### src/rtl/lc3_control_fsm_if.sv
// Control bundle between the LC-3 sequencer and its datapath.
// master = sequencer side (drives controls), slave = datapath side.
interface lc3_control_fsm_if #(
    parameter int STATE_W = 5
);
    logic [15:0]        ir;
    logic [2:0]         nzp;
    logic               mem_ready;

    logic               LDIR, LDPC, LDMAR, LDMDR, LDREG, LDCC;
    logic [1:0]         PCMUXsel;
    logic               ADDR1sel;
    logic [1:0]         ADDR2sel;
    logic               MARMUXsel;
    logic               PCENA, MARMUXENA, MDRENA, ALUENA;
    logic [1:0]         ALUK;
    logic               DRsel, SR1sel, MIOsel;
    logic               mem_en, mem_we;
    logic               halted, illegal;
    logic [STATE_W-1:0] state;

    modport master (
        input  ir, nzp, mem_ready,
        output LDIR, LDPC, LDMAR, LDMDR, LDREG, LDCC,
               PCMUXsel, ADDR1sel, ADDR2sel, MARMUXsel,
               PCENA, MARMUXENA, MDRENA, ALUENA, ALUK,
               DRsel, SR1sel, MIOsel, mem_en, mem_we,
               halted, illegal, state
    );

    modport slave (
        output ir, nzp, mem_ready,
        input  LDIR, LDPC, LDMAR, LDMDR, LDREG, LDCC,
               PCMUXsel, ADDR1sel, ADDR2sel, MARMUXsel,
               PCENA, MARMUXENA, MDRENA, ALUENA, ALUK,
               DRsel, SR1sel, MIOsel, mem_en, mem_we,
               halted, illegal, state
    );
endinterface

### src/rtl/lc3_control_fsm.sv
// LC-3 Moore control sequencer: fetch/decode/execute for every opcode but RTI.
// Controls decode from the state register; BR, JSR2 and the memory wait
// states additionally look at ir/nzp/mem_ready. HALT and ILL are terminal,
// which makes halted/illegal sticky until reset.
module lc3_control_fsm #(
    parameter int         STATE_W  = 5,
    parameter logic [7:0] HALT_VEC = 8'h25
) (
    input logic               clk,
    input logic               rst,
    lc3_control_fsm_if.master bus
);
    typedef enum logic [4:0] {
        S_F1, S_F2, S_F3, S_DEC, S_ALU, S_BR, S_JMP, S_JSR1, S_JSR2, S_LEA,
        S_AD, S_RD, S_IND, S_RD2, S_WB, S_SD, S_WR,
        S_TR1, S_TR2, S_TR3, S_TR4, S_HALT, S_ILL
    } state_t;

    localparam logic [3:0] OP_BR  = 4'b0000, OP_ADD = 4'b0001, OP_LD  = 4'b0010,
                           OP_ST  = 4'b0011, OP_JSR = 4'b0100, OP_AND = 4'b0101,
                           OP_LDR = 4'b0110, OP_STR = 4'b0111, OP_NOT = 4'b1001,
                           OP_LDI = 4'b1010, OP_STI = 4'b1011, OP_JMP = 4'b1100,
                           OP_LEA = 4'b1110, OP_TRP = 4'b1111;

    typedef struct packed {
        logic       ldir, ldpc, ldmar, ldmdr, ldreg, ldcc;
        logic [1:0] pcmux;
        logic       addr1;
        logic [1:0] addr2;
        logic       marmux;
        logic       pcena, marmuxena, mdrena, aluena;
        logic [1:0] aluk;
        logic       drsel, sr1sel, miosel;
        logic       mem_en, mem_we;
        logic       halted, illegal;
    } ctrl_t;

    state_t     st;
    ctrl_t      c;
    logic [3:0] op;
    logic       unused_ir8;

    assign op         = bus.ir[15:12];
    assign unused_ir8 = bus.ir[8];

    // State sequencing; ir is stable from DEC until the next fetch.
    always_ff @(posedge clk) begin
        if (rst) begin
            st <= S_F1;
        end else begin
            case (st)
                S_F1:  st <= S_F2;
                S_F2:  if (bus.mem_ready) st <= S_F3;
                S_F3:  st <= S_DEC;
                S_DEC: begin
                    case (op)
                        OP_ADD, OP_AND, OP_NOT:                 st <= S_ALU;
                        OP_BR:                                  st <= S_BR;
                        OP_JMP:                                 st <= S_JMP;
                        OP_JSR:                                 st <= S_JSR1;
                        OP_LEA:                                 st <= S_LEA;
                        OP_LD, OP_ST, OP_LDR, OP_STR,
                        OP_LDI, OP_STI:                         st <= S_AD;
                        OP_TRP: st <= (bus.ir[7:0] == HALT_VEC) ? S_HALT : S_TR1;
                        default:                                st <= S_ILL;
                    endcase
                end
                S_ALU, S_BR, S_JMP, S_JSR2, S_LEA, S_WB, S_TR4: st <= S_F1;
                S_JSR1: st <= S_JSR2;
                S_AD:   st <= (op == OP_ST || op == OP_STR) ? S_SD : S_RD;
                S_RD:   if (bus.mem_ready)
                            st <= (op == OP_LDI || op == OP_STI) ? S_IND : S_WB;
                S_IND:  st <= (op == OP_STI) ? S_SD : S_RD2;
                S_RD2:  if (bus.mem_ready) st <= S_WB;
                S_SD:   st <= S_WR;
                S_WR:   if (bus.mem_ready) st <= S_F1;
                S_TR1:  st <= S_TR2;
                S_TR2:  st <= S_TR3;
                S_TR3:  if (bus.mem_ready) st <= S_TR4;
                S_HALT: st <= S_HALT;
                S_ILL:  st <= S_ILL;
                default: st <= S_F1;
            endcase
        end
    end

    // Control decode per state; everything forced low while reset is held.
    always_comb begin
        c = '0;
        case (st)
            S_F1:  begin c.pcena = 1'b1; c.ldmar = 1'b1; c.ldpc = 1'b1; end
            S_F2, S_RD, S_RD2, S_TR3: begin
                c.mem_en = 1'b1;
                c.ldmdr  = bus.mem_ready;
            end
            S_F3:  begin c.mdrena = 1'b1; c.ldir = 1'b1; end
            S_ALU: begin
                c.aluena = 1'b1; c.ldreg = 1'b1; c.ldcc = 1'b1;
                c.aluk   = (op == OP_AND) ? 2'd1 : (op == OP_NOT) ? 2'd2 : 2'd0;
            end
            S_BR: if (|(bus.ir[11:9] & bus.nzp)) begin
                c.ldpc = 1'b1; c.pcmux = 2'd2; c.addr2 = 2'd2;
            end
            S_JMP: begin c.addr1 = 1'b1; c.pcmux = 2'd2; c.ldpc = 1'b1; end
            S_JSR1: begin c.pcena = 1'b1; c.ldreg = 1'b1; c.drsel = 1'b1; end
            S_JSR2: begin
                c.ldpc = 1'b1; c.pcmux = 2'd2;
                if (bus.ir[11]) c.addr2 = 2'd3;
                else            c.addr1 = 1'b1;
            end
            S_LEA: begin
                c.marmux = 1'b1; c.addr2 = 2'd2; c.marmuxena = 1'b1; c.ldreg = 1'b1;
            end
            S_AD: begin
                c.marmuxena = 1'b1; c.ldmar = 1'b1; c.marmux = 1'b1;
                if (op == OP_LDR || op == OP_STR) begin
                    c.addr1 = 1'b1; c.addr2 = 2'd1;
                end else begin
                    c.addr2 = 2'd2;
                end
            end
            S_WB:  begin c.mdrena = 1'b1; c.ldreg = 1'b1; c.ldcc = 1'b1; end
            S_IND: begin c.mdrena = 1'b1; c.ldmar = 1'b1; end
            S_SD: begin
                c.aluk = 2'd3; c.sr1sel = 1'b1; c.aluena = 1'b1;
                c.ldmdr = 1'b1; c.miosel = 1'b1;
            end
            S_WR:  begin c.mem_en = 1'b1; c.mem_we = 1'b1; end
            S_TR1: begin c.marmuxena = 1'b1; c.ldmar = 1'b1; end
            S_TR2: begin c.pcena = 1'b1; c.ldreg = 1'b1; c.drsel = 1'b1; end
            S_TR4: begin c.mdrena = 1'b1; c.pcmux = 2'd1; c.ldpc = 1'b1; end
            S_HALT: c.halted  = 1'b1;
            S_ILL:  c.illegal = 1'b1;
            default: c = '0;
        endcase
        if (rst) c = '0;
    end

    assign bus.LDIR      = c.ldir;
    assign bus.LDPC      = c.ldpc;
    assign bus.LDMAR     = c.ldmar;
    assign bus.LDMDR     = c.ldmdr;
    assign bus.LDREG     = c.ldreg;
    assign bus.LDCC      = c.ldcc;
    assign bus.PCMUXsel  = c.pcmux;
    assign bus.ADDR1sel  = c.addr1;
    assign bus.ADDR2sel  = c.addr2;
    assign bus.MARMUXsel = c.marmux;
    assign bus.PCENA     = c.pcena;
    assign bus.MARMUXENA = c.marmuxena;
    assign bus.MDRENA    = c.mdrena;
    assign bus.ALUENA    = c.aluena;
    assign bus.ALUK      = c.aluk;
    assign bus.DRsel     = c.drsel;
    assign bus.SR1sel    = c.sr1sel;
    assign bus.MIOsel    = c.miosel;
    assign bus.mem_en    = c.mem_en;
    assign bus.mem_we    = c.mem_we;
    assign bus.halted    = c.halted;
    assign bus.illegal   = c.illegal;
    assign bus.state     = rst ? '0 : STATE_W'(st);
endmodule

### src/flat_wrapper.sv
// flat-port wrapper written by rule: the top's interface ports become plain ports
module lc3_control_fsm_flat 
#(
    parameter int         STATE_W  = 5,
    parameter logic [7:0] HALT_VEC = 8'h25
)
  (clk, rst, bus_ir, bus_nzp, bus_mem_ready, bus_LDIR, bus_LDPC, bus_LDMAR, bus_LDMDR, bus_LDREG, bus_LDCC, bus_PCMUXsel, bus_ADDR1sel, bus_ADDR2sel, bus_MARMUXsel, bus_PCENA, bus_MARMUXENA, bus_MDRENA, bus_ALUENA, bus_ALUK, bus_DRsel, bus_SR1sel, bus_MIOsel, bus_mem_en, bus_mem_we, bus_halted, bus_illegal, bus_state);
  lc3_control_fsm_if #(.STATE_W(STATE_W)) bus_i ();
  input logic clk;
  input logic rst;
  input wire logic [$bits(bus_i.ir)-1:0] bus_ir;
  input wire logic [$bits(bus_i.nzp)-1:0] bus_nzp;
  input wire logic [$bits(bus_i.mem_ready)-1:0] bus_mem_ready;
  output wire logic [$bits(bus_i.LDIR)-1:0] bus_LDIR;
  output wire logic [$bits(bus_i.LDPC)-1:0] bus_LDPC;
  output wire logic [$bits(bus_i.LDMAR)-1:0] bus_LDMAR;
  output wire logic [$bits(bus_i.LDMDR)-1:0] bus_LDMDR;
  output wire logic [$bits(bus_i.LDREG)-1:0] bus_LDREG;
  output wire logic [$bits(bus_i.LDCC)-1:0] bus_LDCC;
  output wire logic [$bits(bus_i.PCMUXsel)-1:0] bus_PCMUXsel;
  output wire logic [$bits(bus_i.ADDR1sel)-1:0] bus_ADDR1sel;
  output wire logic [$bits(bus_i.ADDR2sel)-1:0] bus_ADDR2sel;
  output wire logic [$bits(bus_i.MARMUXsel)-1:0] bus_MARMUXsel;
  output wire logic [$bits(bus_i.PCENA)-1:0] bus_PCENA;
  output wire logic [$bits(bus_i.MARMUXENA)-1:0] bus_MARMUXENA;
  output wire logic [$bits(bus_i.MDRENA)-1:0] bus_MDRENA;
  output wire logic [$bits(bus_i.ALUENA)-1:0] bus_ALUENA;
  output wire logic [$bits(bus_i.ALUK)-1:0] bus_ALUK;
  output wire logic [$bits(bus_i.DRsel)-1:0] bus_DRsel;
  output wire logic [$bits(bus_i.SR1sel)-1:0] bus_SR1sel;
  output wire logic [$bits(bus_i.MIOsel)-1:0] bus_MIOsel;
  output wire logic [$bits(bus_i.mem_en)-1:0] bus_mem_en;
  output wire logic [$bits(bus_i.mem_we)-1:0] bus_mem_we;
  output wire logic [$bits(bus_i.halted)-1:0] bus_halted;
  output wire logic [$bits(bus_i.illegal)-1:0] bus_illegal;
  output wire logic [$bits(bus_i.state)-1:0] bus_state;
  assign bus_i.ir = bus_ir;
  assign bus_i.nzp = bus_nzp;
  assign bus_i.mem_ready = bus_mem_ready;
  assign bus_LDIR = bus_i.LDIR;
  assign bus_LDPC = bus_i.LDPC;
  assign bus_LDMAR = bus_i.LDMAR;
  assign bus_LDMDR = bus_i.LDMDR;
  assign bus_LDREG = bus_i.LDREG;
  assign bus_LDCC = bus_i.LDCC;
  assign bus_PCMUXsel = bus_i.PCMUXsel;
  assign bus_ADDR1sel = bus_i.ADDR1sel;
  assign bus_ADDR2sel = bus_i.ADDR2sel;
  assign bus_MARMUXsel = bus_i.MARMUXsel;
  assign bus_PCENA = bus_i.PCENA;
  assign bus_MARMUXENA = bus_i.MARMUXENA;
  assign bus_MDRENA = bus_i.MDRENA;
  assign bus_ALUENA = bus_i.ALUENA;
  assign bus_ALUK = bus_i.ALUK;
  assign bus_DRsel = bus_i.DRsel;
  assign bus_SR1sel = bus_i.SR1sel;
  assign bus_MIOsel = bus_i.MIOsel;
  assign bus_mem_en = bus_i.mem_en;
  assign bus_mem_we = bus_i.mem_we;
  assign bus_halted = bus_i.halted;
  assign bus_illegal = bus_i.illegal;
  assign bus_state = bus_i.state;
  lc3_control_fsm #(.STATE_W(STATE_W), .HALT_VEC(HALT_VEC)) u_core (.clk(clk), .rst(rst), .bus(bus_i));
endmodule
### config.mk
export PLATFORM = sky130hd
export DESIGN_NAME = lc3_control_fsm_flat
export DESIGN_NICKNAME = d
export VERILOG_FILES = /design/src/rtl/lc3_control_fsm_if.sv /design/src/rtl/lc3_control_fsm.sv /design/src/flat_wrapper.sv
export SDC_FILE = /design/constraint.sdc
export NUM_CORES = 1
export LEC_CHECK = 0
export ABC_AREA = 1
export CAP_MARGIN = 10
export CORE_ASPECT_RATIO = 0.7
export CORE_MARGIN = 1.5
export CORE_UTILIZATION = 39
export CTS_CLUSTER_SIZE = 25
export DETAILED_ROUTE_END_ITERATION = 10
export GPL_TIMING_DRIVEN = 0
export PLACE_DENSITY = 0.81
export SETUP_SLACK_MARGIN = 0.2
export SYNTH_ARGS = -nofsm -noshare
export SYNTH_HDL_FRONTEND = slang
export SYNTH_SLANG_ARGS = --single-unit
export TNS_END_PERCENT = 30
### constraint.sdc
create_clock -name clk -period 1.7 [get_ports clk]
set_input_delay 0.34 -clock clk [delete_from_list [all_inputs] [get_ports clk]]
set_output_delay 0.34 -clock clk [all_outputs]
set_load 0.01 [all_outputs]
==> metrics.csv, run 1 <==
stage,metric,value,unit
timing,period_minus_slack,2.22,ns
clock_tree,cts_buffers,3,
finish,drive_gt1_frac,0.490,
finish,top_regs,u_core.st x5,
logic_synthesis,synth-seq-cells,5,
power,pwr-share-clk,0.110,
timing,setup-violations-final,26,
critical_path,cpMaxStageDelayCell,dfxtp_2,
worst_hold_path,hp-class,in2reg,
timing,rsz0062_at_grt,true,
die,die_area,2750,um^2
drt,drt_wl_total,6510,um
timing,worst_slack,-0.521,ns
die,die_w,62.1,um
clock_tree,hold_buffers,0,
finish,syn_to_final_growth,106,%
finish,regMostFlops,u_core.st,
critical_path,critical_path_required,1.36,ns
clock_tree,htree_levels,1,
die,die_height,44.4,um
finish,multi_input_area,975,um^2
critical_path,start_kind,flip-flop,
finish,largest_reg_flops,5,
critical_path,r2r-start,u_core.st[4],
logic_synthesis,ys.flop_type,dfxtp_1,
critical_path,crit_buf_inv,3,
power,p_leak,1.01,nW
grt,grt_pass1_wl,7260,um
clock_tree,clk_path_buf_depth,2,
status,outcome,"complete, but fails checks",
drt,drtPass1Iterations,11,
critical_path,crit_fanout,6,
critical_path,critPathCaptureType,primary output,
placed_design,gp_congestion,0.921,
power,p_sw_frac,0.584,
drt,met1_length,2240,um
finish,seq_area,116,um^2
critical_path,path_cells,buf_6 > nor3_4 > buf_4 > nand2_4 > nor2_4 > nor2_1 > nor2_1 > buf_2,
timing,skew,0.0207,ns
logic_synthesis,synth.largest_area_cell,nor2_1,
power,irDropWorstVdd,0.394,mV
drt,drcViolationCount,2,
power,p_int,0.000714,W
logic_synthesis,yosys_warnings,0,
placed_design,post_dp_cell_area,1490,um^2
job,max-cap-violations,0,
clock_tree,clock_latency,0.30,ns
logic_synthesis,yosys-top-cells-area,"nor2_1, nand2_1, dfxtp_1",
timing,finalHoldViolCount,0,
clock_tree,clockRootBuffer,clkbuf_4,
power,comb_power_share,0.748,
drt,drt-initial-drc-count,451,
drt,via_count,2048,
critical_path,rr_endpoint,u_core.st[1],
critical_path,r2r_cells,12,
clock_tree,cts_tree,yes,
critical_path,path_class,reg2out,
logic_synthesis,synth_common_cells,"nor2_1, nand2_1, inv_1",
timing,fmax,450,MHz
status,violations,"design-rule violations, negative setup slack",
drt,postRouteAntennaNets,0,
finish,fin_nets,311,
logic_synthesis,synth_top_cell_area_share,0.220,
power,p_per_area,875,nW/um^2
logic_synthesis,syn_inst,200,
power,p_switching,0.00100,W
critical_path,slowest_delay,0.33,ns
grt,grt_pass1_vias,1513,
logic_synthesis,synth_edf_count,0,
grt,grt-ovfl-total,0,
logic_synthesis,synth.most_common_cell,nor2_1,
placed_design,hpwl,2740,um
critical_path,reg2reg_slack,-0.11,ns
grt,grt_max_degree,11,
placed_design,dp.cells,280,
timing,slew-limit-headroom,0.744,
critical_path,critPathLaunch,u_core.st[4],
critical_path,crit_family,simple AND/OR/NAND/NOR gates,
timing,fin_setup_tns,-7.56,ns
placed_design,io_buffers,48,
finish,nFillCells,108,
critical_path,cpMostUsedCell,nor2_1,
die,start_util,0.429,
critical_path,path_depth,8,
die,row_count,14,
timing,finalMaxSlewViolations,0,
drt,wl_met2,2580,um
die,core_area,2220,um^2
drt,met3_wirelength,1020,um
grt,antenna_found_initial,0,
timing,worst_hold_slack,0.505,ns
logic_synthesis,yosysSeqAreaShare,0.105,
finish,antennaDiodeCount,0,
power,seqPwrFrac,0.142,
logic_synthesis,synthesis.area,953,um^2
drt,post_drt_wl_per_cell,20.4,um
grt,grtUsageTotal,0.361,
logic_synthesis,synthArstFlopShare,0,
finish,final_area,1960,um^2
timing,tightestPinTransition,0.383,ns
drt,vias_per_cell,6.40,
critical_path,worstPathArrival,1.88,ns
drt,dr.max_layer_used,met4,
logic_synthesis,avgSynthCellArea,4.77,um^2
die,ios,52,
clock_tree,clkSinkCount,5,
logic_synthesis,syn-num-nets,222,
critical_path,crit_path_end,bus_ADDR2sel[0],
clock_tree,clkTransAtPathRegs,0.08,ns
timing,fin_crit_sh,1.31,
finish,stdcell_count,320,
power,p_total,0.00172,W
logic_synthesis,synthDistinctLibCells,23,
==> logic make-up (layout without fill, tap and decap cells) <==
| logic type | Yosys count | in the layout | synth area share |
|---|---|---|---|
| AOI/OAI and AO/OA | 20 | 20 | 0.121 |
| and+or+nand+nor | 142 | 142 | 0.635 |
| DFF | 5 | 5 | 0.105 |
| buffers and inverters | 33 | 121 | 0.139 |
==> through the flow <==
| step | setup slack (ns) | utilization |
|---|---|---|
| 2_1_floorplan | 0.177 | - |
| 3_3_place_gp | -0.602 | 0.672 |
| 3_5_place_dp | -0.630 | 0.672 |
| 4_1_cts | -0.216 | 0.810 |
| 5_1_grt | -0.567 | 0.881 |
| 6_report | -0.521 | 0.881 |
==> worst reg2reg max path: cells and delay by family (launching register included) <==
family | cells | cell delay [ns]
compound gates | 1 | 0.10
buf+inv | 5 | 0.66
flops | 1 | 0.33
simple gates | 6 | 0.64
==> power by group through the flow <==
stage | clock network (W) | registers [W] | logic (W)
2_1_floorplan | 0 | 0.000188 | 0.000471
6_report | 0.000188 | 0.000244 | 0.00128
5_1_grt | 0.000195 | 0.000245 | 0.00133
3_3_place_gp | 0 | 0.000193 | 0.000769
4_1_cts | 0.000141 | 0.000233 | 0.000985
3_5_place_dp | 0 | 0.000196 | 0.000764
==> how the worst min path moves through the flow <==
stage	startpoint	to	slack (ns)	depth (start not counted)
2_1_floorplan	bus_mem_ready	u_core.st[0]	0.57	3
3_3_place_gp	u_core.st[0]	u_core.st[0]	0.65	4
3_5_place_dp	u_core.st[0]	u_core.st[0]	0.66	4
4_1_cts	bus_ir[13]	u_core.st[3]	0.50	3
5_1_grt	bus_ir[13]	u_core.st[3]	0.60	3
6_report	bus_ir[13]	u_core.st[3]	0.51	3
==> cell type report <==
class | instances | share of cell area
sequential | 5 | 0.0593
inverter | 27 | 0.0581
multi-input combinational | 162 | 0.497
clock buffer | 4 | 0.0134
timing repair buffer | 84 | 0.331
buffer | 6 | 0.0211
tap | 32 | 0.0204
==> timing repair <==
action,CTS,global route
buffers inserted,23,13
setup endpoints to repair,33,33
pin swaps,22,23
resized for setup,165,42
==> cell usage in the layout (no fill, tap or decap), drive strengths merged <==
cell           netlist  final
a211oi               1      1
a21oi               11     11
a22oi                1      1
a31o                 1      1
a31oi                3      3
buf                  4     63
clkbuf               2      9
clkdlybuf4s15        0      4
clkdlybuf4s50        0     17
dfxtp                5      5
dlygate4sd2          0      1
inv                 27     27
nand2               51     51
nand3               20     20
nand4                5      5
nor2                59     59
nor3                 6      6
o211ai               1      1
o21ai                2      2
or2                  1      1
==> per-layer routing <==
| metal | vias to the layer above | GRT usage |
|---|---|---|
| met1 | 883 | 0.465 |
| met5 | - | 0 |
| met2 | 256 | 0.558 |
| met4 | 0 | 0.132 |
| li1 | 815 | - |
| met3 | 94 | 0.120 |
Power figures use the tool's default switching activity.
==> run 2, diff against run 1 <==
- MAX_ROUTING_LAYER: unset -> met4
- TNS_END_PERCENT: 30 -> 100
==> run 2 against run 1 <==
The run now fails in global routing. Synthesized cell count is the same. Synthesized area stayed put.
==> metrics.csv, run 2 <==
stage,metric,value,unit,change
placed_design,hpwl,2840,um,+3.9%
logic_synthesis,avgSynthCellArea,4.77,um^2,unchanged
clock_tree,clk_path_buf_depth,2,,unchanged
logic_synthesis,yosys-top-cells-area,"nor2_1, nand2_1, dfxtp_1",,
logic_synthesis,synth_top_cell_area_share,0.220,,unchanged
logic_synthesis,syn_inst,200,,unchanged
grt,grt_max_degree,11,,
logic_synthesis,synth_common_cells,"nor2_1, nand2_1, inv_1",,
clock_tree,hold_buffers,0,,unchanged
logic_synthesis,synth_mux_area_frac,0,,unchanged
placed_design,gp_congestion,0.911,,-1.0%
logic_synthesis,synthesis.area,953,um^2,unchanged
logic_synthesis,synthSimpleGateAreaFrac,0.635,,unchanged
logic_synthesis,ys.flop_type,dfxtp_1,,
clock_tree,cts_buffers,3,,unchanged
logic_synthesis,synthDistinctLibCells,23,,unchanged
status,error,"[ERROR DPL-0038] Utilization greater than 100%, impossible to legalize",,
timing,worst_endpoint_kind,top-level output,,
logic_synthesis,yosys_warnings,0,,unchanged
clock_tree,clkSinkCount,5,,unchanged
logic_synthesis,synth_adder_area_share,0,,unchanged
die,row_count,14,,unchanged
status,outcome,did not finish,,
timing,crit_endpoint,bus_ADDR2sel[1],,
logic_synthesis,syn-num-nets,222,,unchanged
die,die_w,62.1,um,unchanged
logic_synthesis,synth_xor_area_frac,0,,unchanged
logic_synthesis,synth_compound_area_frac,0.121,,unchanged
logic_synthesis,synth-seq-cells,5,,unchanged
die,start_util,0.429,,unchanged
logic_synthesis,synth_top_family_by_area,simple AND/OR/NAND/NOR gates,,
logic_synthesis,synth.largest_area_cell,nor2_1,,
logic_synthesis,synthArstFlopShare,0,,unchanged
clock_tree,htree_levels,1,,unchanged
placed_design,io_buffers,48,,unchanged
status,stop_stage,global routing,,
logic_synthesis,yosysSeqAreaShare,0.105,,unchanged
die,die_height,44.4,um,unchanged
clock_tree,clockRootBuffer,clkbuf_4,,
die,ios,52,,unchanged
logic_synthesis,synth_edf_count,0,,unchanged
logic_synthesis,synth.most_common_cell,nor2_1,,
[run 2: cell counts after synthesis]
No cell type changed its count.
[run 2: kinds of logic after synthesis]
kind of cell / Yosys count
DFF: 5
AOI/OAI and AO/OA: 20
and+or+nand+nor: 142
buffers and inverters: 33
[run 2: through the flow]
step	std cells	setup TNS [ns]	setup slack, ns	hold WS [ns]	area (um^2)
CTS	307	-2.31	-0.224	0.543	1870
detailed placement	280	-12.46	-0.599	0.660	1510
global placement	280	-12.74	-0.600	0.663	1510
floorplan	200	0	0.178	0.565	987
[run 2: what timing repair did]
action,4_1_cts
endpoints found under the setup margin,33
pin swaps,17
resized for setup,188
buffers inserted,23
==> run 3, diff against run 2 <==
- CORE_AREA: unset -> 2 2 63 65
- CORE_ASPECT_RATIO: 0.7 -> unset
- CORE_MARGIN: 1.5 -> unset
- CORE_UTILIZATION: 39 -> unset
- CTS_CLUSTER_SIZE: 25 -> unset
- DIE_AREA: unset -> 0 0 65 67
- MAX_ROUTING_LAYER: met4 -> unset
- PLACE_DENSITY: 0.81 -> unset
- PLACE_DENSITY_LB_ADDON: unset -> 0.15
- SETUP_SLACK_MARGIN: 0.2 -> unset
==> run 3 against run 2 <==
The flow now finishes, with violations (negative setup slack).
==> metrics.csv, run 3 (synthesized netlist as in run 1, its figures left out) <==
stage,metric,value,unit,change
clock_tree,clockRootBuffer,clkbuf_8,,
status,violations,negative setup slack,,
placed_design,hpwl,2870,um,+0.89%
clock_tree,clkTransAtPathRegs,0.03,ns,
finish,top_regs,u_core.st x5,,
timing,fin_crit_sh,1.07,,
timing,setup-violations-final,19,,
drt,vias_per_cell,4.91,,
die,ios,52,,unchanged
power,irDropWorstVdd,0.787,mV,
die,start_util,0.264,,-0.164
placed_design,post_dp_cell_area,1490,um^2,-0.91%
grt,grtUsageTotal,0.201,,
placed_design,post-place-ws,-0.619,ns,-0.0199 ns
die,die_height,67,um,+51%
finish,fin_nets,307,,
grt,grt_max_degree,11,,
status,outcome,"complete, but fails checks",,
critical_path,worstPathArrival,1.48,ns,
clock_tree,cts_tree,yes,,
timing,finalMaxSlewViolations,0,,
finish,antennaDiodeCount,0,,
finish,nFillCells,347,,
critical_path,crit_fanout,5,,
grt,grt_pass1_vias,1527,,
drt,drtPass1Iterations,4,,
timing,rsz0062_at_grt,true,,
clock_tree,clk_path_buf_depth,2,,unchanged
drt,drcViolationCount,0,,
worst_hold_path,hp-class,in2reg,,
power,p_leak,1.07,nW,
finish,regMostFlops,u_core.st,,
finish,largest_reg_flops,5,,
finish,final_area,2060,um^2,
timing,slew-limit-headroom,0.780,,
placed_design,io_buffers,48,,unchanged
clock_tree,hold_buffers,0,,unchanged
finish,syn_to_final_growth,116,%,
clock_tree,htree_levels,1,,unchanged
clock_tree,cts_buffers,3,,unchanged
finish,final_cell_mix,"nand2_1, nor2_1, buf_4, buf_2",,
finish,drive_gt1_frac,0.479,,
timing,period_minus_slack,1.82,ns,
critical_path,path_class,reg2out,,
drt,drt-initial-drc-count,104,,
die,core_area,3610,um^2,
drt,drt_wl_total,4610,um,
die,die_area,4360,um^2,
grt,grt-ovfl-total,0,,
job,max-cap-violations,0,,
clock_tree,clkSinkCount,5,,unchanged
critical_path,critical_path_required,1.36,ns,
critical_path,critPathCaptureType,primary output,,
drt,via_count,1631,,
timing,tightestPinTransition,0.327,ns,
timing,worst_hold_slack,0.584,ns,
timing,finalHoldViolCount,0,,
timing,skew,0.0000533,ns,
drt,postRouteAntennaNets,0,,
die,die_w,65,um,+4.7%
die,row_count,22,,+8
critical_path,start_kind,flip-flop,,
placed_design,gp_congestion,0.889,,-2.4%
timing,worst_slack,-0.122,ns,
grt,antenna_found_initial,0,,
clock_tree,clock_latency,0.22,ns,
finish,final_common_cell,nand2_1,,
grt,grt_pass1_wl,6870,um,
timing,fmax,549,MHz,
timing,fin_setup_tns,-1.45,ns,
power,p_per_area,838,nW/um^2,
drt,post_drt_wl_per_cell,13.9,um,
run 3: final cells by class:
type	count	area [um^2]	area share
plain buffers	5	36.3	0.0176
clock buffers	4	45.0	0.0218
inverters	27	116	0.0564
multi-input cells	162	1020	0.493
flip-flops and latches	5	119	0.0576
well taps	48	60.1	0.0291
repair buffers	81	668	0.324
run 3: worst paths after layout:
kind / slack, ns / depth (start not counted) / end / startpoint
max reg2reg: 0.10 / 12 / u_core.st[4] / u_core.st[3]
min reg2reg: 0.66 / 4 / u_core.st[0] / u_core.st[0]
min: 0.58 / 4 / u_core.st[0] / rst
max: -0.12 / 6 / bus_MARMUXENA / u_core.st[4]
run 3: critical path, stage by stage, from the launching register on:
cell and delay (ns):
dfxtp_4 0.39, nor3_4 0.23, buf_6 0.19, nand2_4 0.07, a21oi_4 0.16, a31o_2 0.13
buf_6 0.10
run 3: through the flow:
stage / power, W / std cells / util
after floorplan: 0.000656 / 200 / -
after global placement: 0.000963 / 296 / 0.414
after detailed placement: 0.000963 / 296 / 0.414
after CTS: 0.00146 / 319 / 0.501
after global routing: 0.00184 / 332 / 0.572
final: 0.00173 / 332 / 0.572
run 3: routing by layer:
layer  wire, um  share of wire  track usage
met5          0              0            0
met2       2290           0.50        0.369
met4        173          0.038       0.0532
met1       1880           0.41        0.246
met3        265          0.058       0.0270
run 3: timing repair:
action,CTS,global route
endpoints found under the setup margin,30,26
pin swaps,27,28
buffers inserted,19,14
gates resized for setup,188,43
run 3: power by group:
group	switching, W	internal, W	total [W]
clock	0.0000569	0.000161	0.000218
combinational	0.000727	0.000540	0.00127
sequential	0.0000810	0.000161	0.000242
total	0.000865	0.000862	0.00173
==> run 4, diff against run 3 <==
- clock period: 1.7 -> 1.9 ns (I/O delays scaled with it)
==> run 4 against run 3 <==
The flow still finishes with violations (negative setup slack). Global-route usage shrank 1.8 points. Combinational power shrank 23%. Non-clock buffer count down 10. Clock power down 10%. Critical path depth rose by 1. Largest cell class unchanged. Highest routed layer unchanged. Hold slack gained 0.019 ns. Final cell count is 3.0% lower. Sequential power shrank 12%. Via count down 5.2%.
==> metrics.csv, run 4 (synthesized netlist as in run 1, its figures left out) <==
stage,metric,value,unit,change
power,p_sw_frac,0.504,,+0.00271
critical_path,critical_path_required,1.52,ns,+0.16 ns
placed_design,hpwl,2870,um,unchanged
clock_tree,clk_path_buf_depth,2,,unchanged
power,irDropWorstVdd,0.690,mV,-12%
critical_path,path_cells,buf_8 > nor3_4 > buf_6 > nand2_2 > a21oi_2 > a31o_2 > buf_2,,
placed_design,gp_congestion,0.889,,unchanged
finish,final_cell_mix,"nand2_1, nor2_1, nor2_4",,
power,p_int,0.000685,W,-20%
placed_design,post_dp_cell_area,1490,um^2,unchanged
timing,fin_crit_sh,1.02,,
timing,finalHoldViolCount,0,,unchanged
finish,top_regs,u_core.st x5,,
drt,wl_met2,2110,um,-7.8%
status,outcome,"complete, but fails checks",,
power,p_per_area,707,nW/um^2,-16%
finish,final_area,1950,um^2,-5.2%
finish,fin_util,0.542,,-0.0298
die,start_util,0.264,,unchanged
timing,skew,0.000404,ns,+0.000351 ns
finish,nFillCells,372,,+7.2%
finish,regMostFlops,u_core.st,,
critical_path,crit_family,buffers and inverters,,
timing,worst_slack,-0.0296,ns,+0.0929 ns
drt,postRouteAntennaNets,0,,unchanged
critical_path,critPathCaptureType,primary output,,
power,pwr-share-clk,0.142,,+0.016
grt,grt_pass1_wl,6290,um,-8.5%
power,comb_power_share,0.704,,-0.030
timing,setup-violations-final,4,,-15
finish,antennaDiodeCount,0,,unchanged
finish,drive_gt1_frac,0.420,,-0.0592
status,violations,negative setup slack,,
clock_tree,htree_levels,1,,unchanged
grt,grt_max_degree,11,,unchanged
critical_path,path_class,reg2out,,
critical_path,path_depth,7,,+1
critical_path,crit_buf_inv,3,,+1
die,core_area,3610,um^2,unchanged
critical_path,worstPathArrival,1.55,ns,+0.07 ns
power,p_leak,1.01,nW,-5.4%
die,die_area,4360,um^2,unchanged
critical_path,r2r_cells,10,,-2
die,die_w,65,um,unchanged
drt,post_drt_wl_per_cell,13.1,um,-5.4%
timing,tightestPinTransition,0.315,ns,-0.0123 ns
drt,drcViolationCount,0,,unchanged
power,seqPwrFrac,0.154,,+0.014
drt,vias_per_cell,4.80,,-2.2%
drt,met3_wirelength,250,um,-5.7%
placed_design,post-place-ws,-0.490,ns,+0.129 ns
die,row_count,22,,unchanged
drt,drt_wl_total,4230,um,-8.2%
timing,finalMaxSlewViolations,0,,unchanged
clock_tree,cts_buffers,3,,unchanged
die,die_height,67,um,unchanged
timing,rsz0062_at_grt,true,,
clock_tree,clkTransAtPathRegs,0.03,ns,about the same
clock_tree,clockRootBuffer,clkbuf_8,,
drt,met1_length,1790,um,-5.3%
timing,fmax,518,MHz,
job,max-cap-violations,0,,unchanged
drt,drtPass1Iterations,4,,unchanged
critical_path,start_kind,flip-flop,,
timing,worst_hold_slack,0.603,ns,+0.0193 ns
worst_hold_path,hold_depth,3,,-1
grt,grt_pass1_vias,1434,,-6.1%
placed_design,io_buffers,48,,unchanged
clock_tree,clock_latency,0.22,ns,about the same
finish,largest_reg_flops,5,,unchanged
power,p_switching,0.000696,W,-20%
drt,via_count,1547,,-5.2%
critical_path,slowest_delay,0.31,ns,-0.08 ns
drt,drt-initial-drc-count,84,,-19%
grt,grt-ovfl-total,0,,unchanged
die,ios,52,,unchanged
finish,syn_to_final_growth,105,%,
clock_tree,cts_tree,yes,,
finish,fin_nets,297,,-3.3%
finish,final_common_cell,nand2_1,,
grt,antenna_found_initial,0,,unchanged
critical_path,crit_fanout,5,,unchanged
timing,period_minus_slack,1.93,ns,
worst_hold_path,hp-class,in2reg,,
drt,dr.max_layer_used,met4,,
clock_tree,clkSinkCount,5,,unchanged
timing,slew-limit-headroom,0.789,,+0.00874
grt,grtUsageTotal,0.183,,-0.0182
critical_path,cpMaxStageDelayCell,dfxtp_2,,
## run 4: layout make-up
type | count | area [um^2] | share of cell area
tap | 48 | 60.1 | 0.0307
clock buffer | 4 | 45.0 | 0.0230
timing repair buffer | 70 | 583 | 0.298
sequential | 5 | 116 | 0.0595
inverter | 27 | 116 | 0.0595
buffer | 6 | 57.6 | 0.0294
multi-input combinational | 162 | 976 | 0.499
## run 4: metal layers
metal / global-route usage / vias up
li1: - / 792
met3: 0.0186 / 11
met5: 0 / -
met1: 0.231 / 684
met4: 0.0638 / 0
met2: 0.323 / 60
## run 4: what timing repair did
action,4_1_cts,5_1_grt
resized for setup,123,69
hold buffers,0,0
endpoints found under the setup margin,26,23
setup buffers,14,8
pin swaps,13,25
## run 4: power groups by stage
| stage | logic, W | clock network [W] | registers [W] |
|---|---|---|---|
| 3_3_place_gp | 0.000689 | 0 | 0.000173 |
| 5_1_grt | 0.00105 | 0.000201 | 0.000217 |
| 4_1_cts | 0.000805 | 0.000200 | 0.000202 |
| 2_1_floorplan | 0.000419 | 0 | 0.000168 |
| 6_report | 0.000973 | 0.000196 | 0.000213 |
| 3_5_place_dp | 0.000688 | 0 | 0.000173 |
## run 4: worst register-to-register path, delay by kind of cell (launching register included)
kind	cells	cell delay [ns]
buffers and inverters	4	0.54
DFF	1	0.31
and+or+nand+nor	6	0.59
## run 4: path summary, 6_finish.rpt
path,from,end,slack [ns]
setup / recovery,u_core.st[4],bus_MARMUXENA,-0.03
hold / removal,bus_ir[13],u_core.st[3],0.60
setup reg to reg,u_core.st[4],u_core.st[2],0.34
hold reg to reg,u_core.st[0],u_core.st[0],0.66
## run 4: stage by stage
| step | std cells | total power (W) | TNS (ns) |
|---|---|---|---|
| 2_1_floorplan | 200 | 0.000587 | 0 |
| 3_3_place_gp | 296 | 0.000862 | -8.50 |
| 3_5_place_dp | 296 | 0.000862 | -8.34 |
| 4_1_cts | 314 | 0.00121 | -0.258 |
| 5_1_grt | 322 | 0.00147 | -0.575 |
| 6_report | 322 | 0.00138 | -0.0797 |
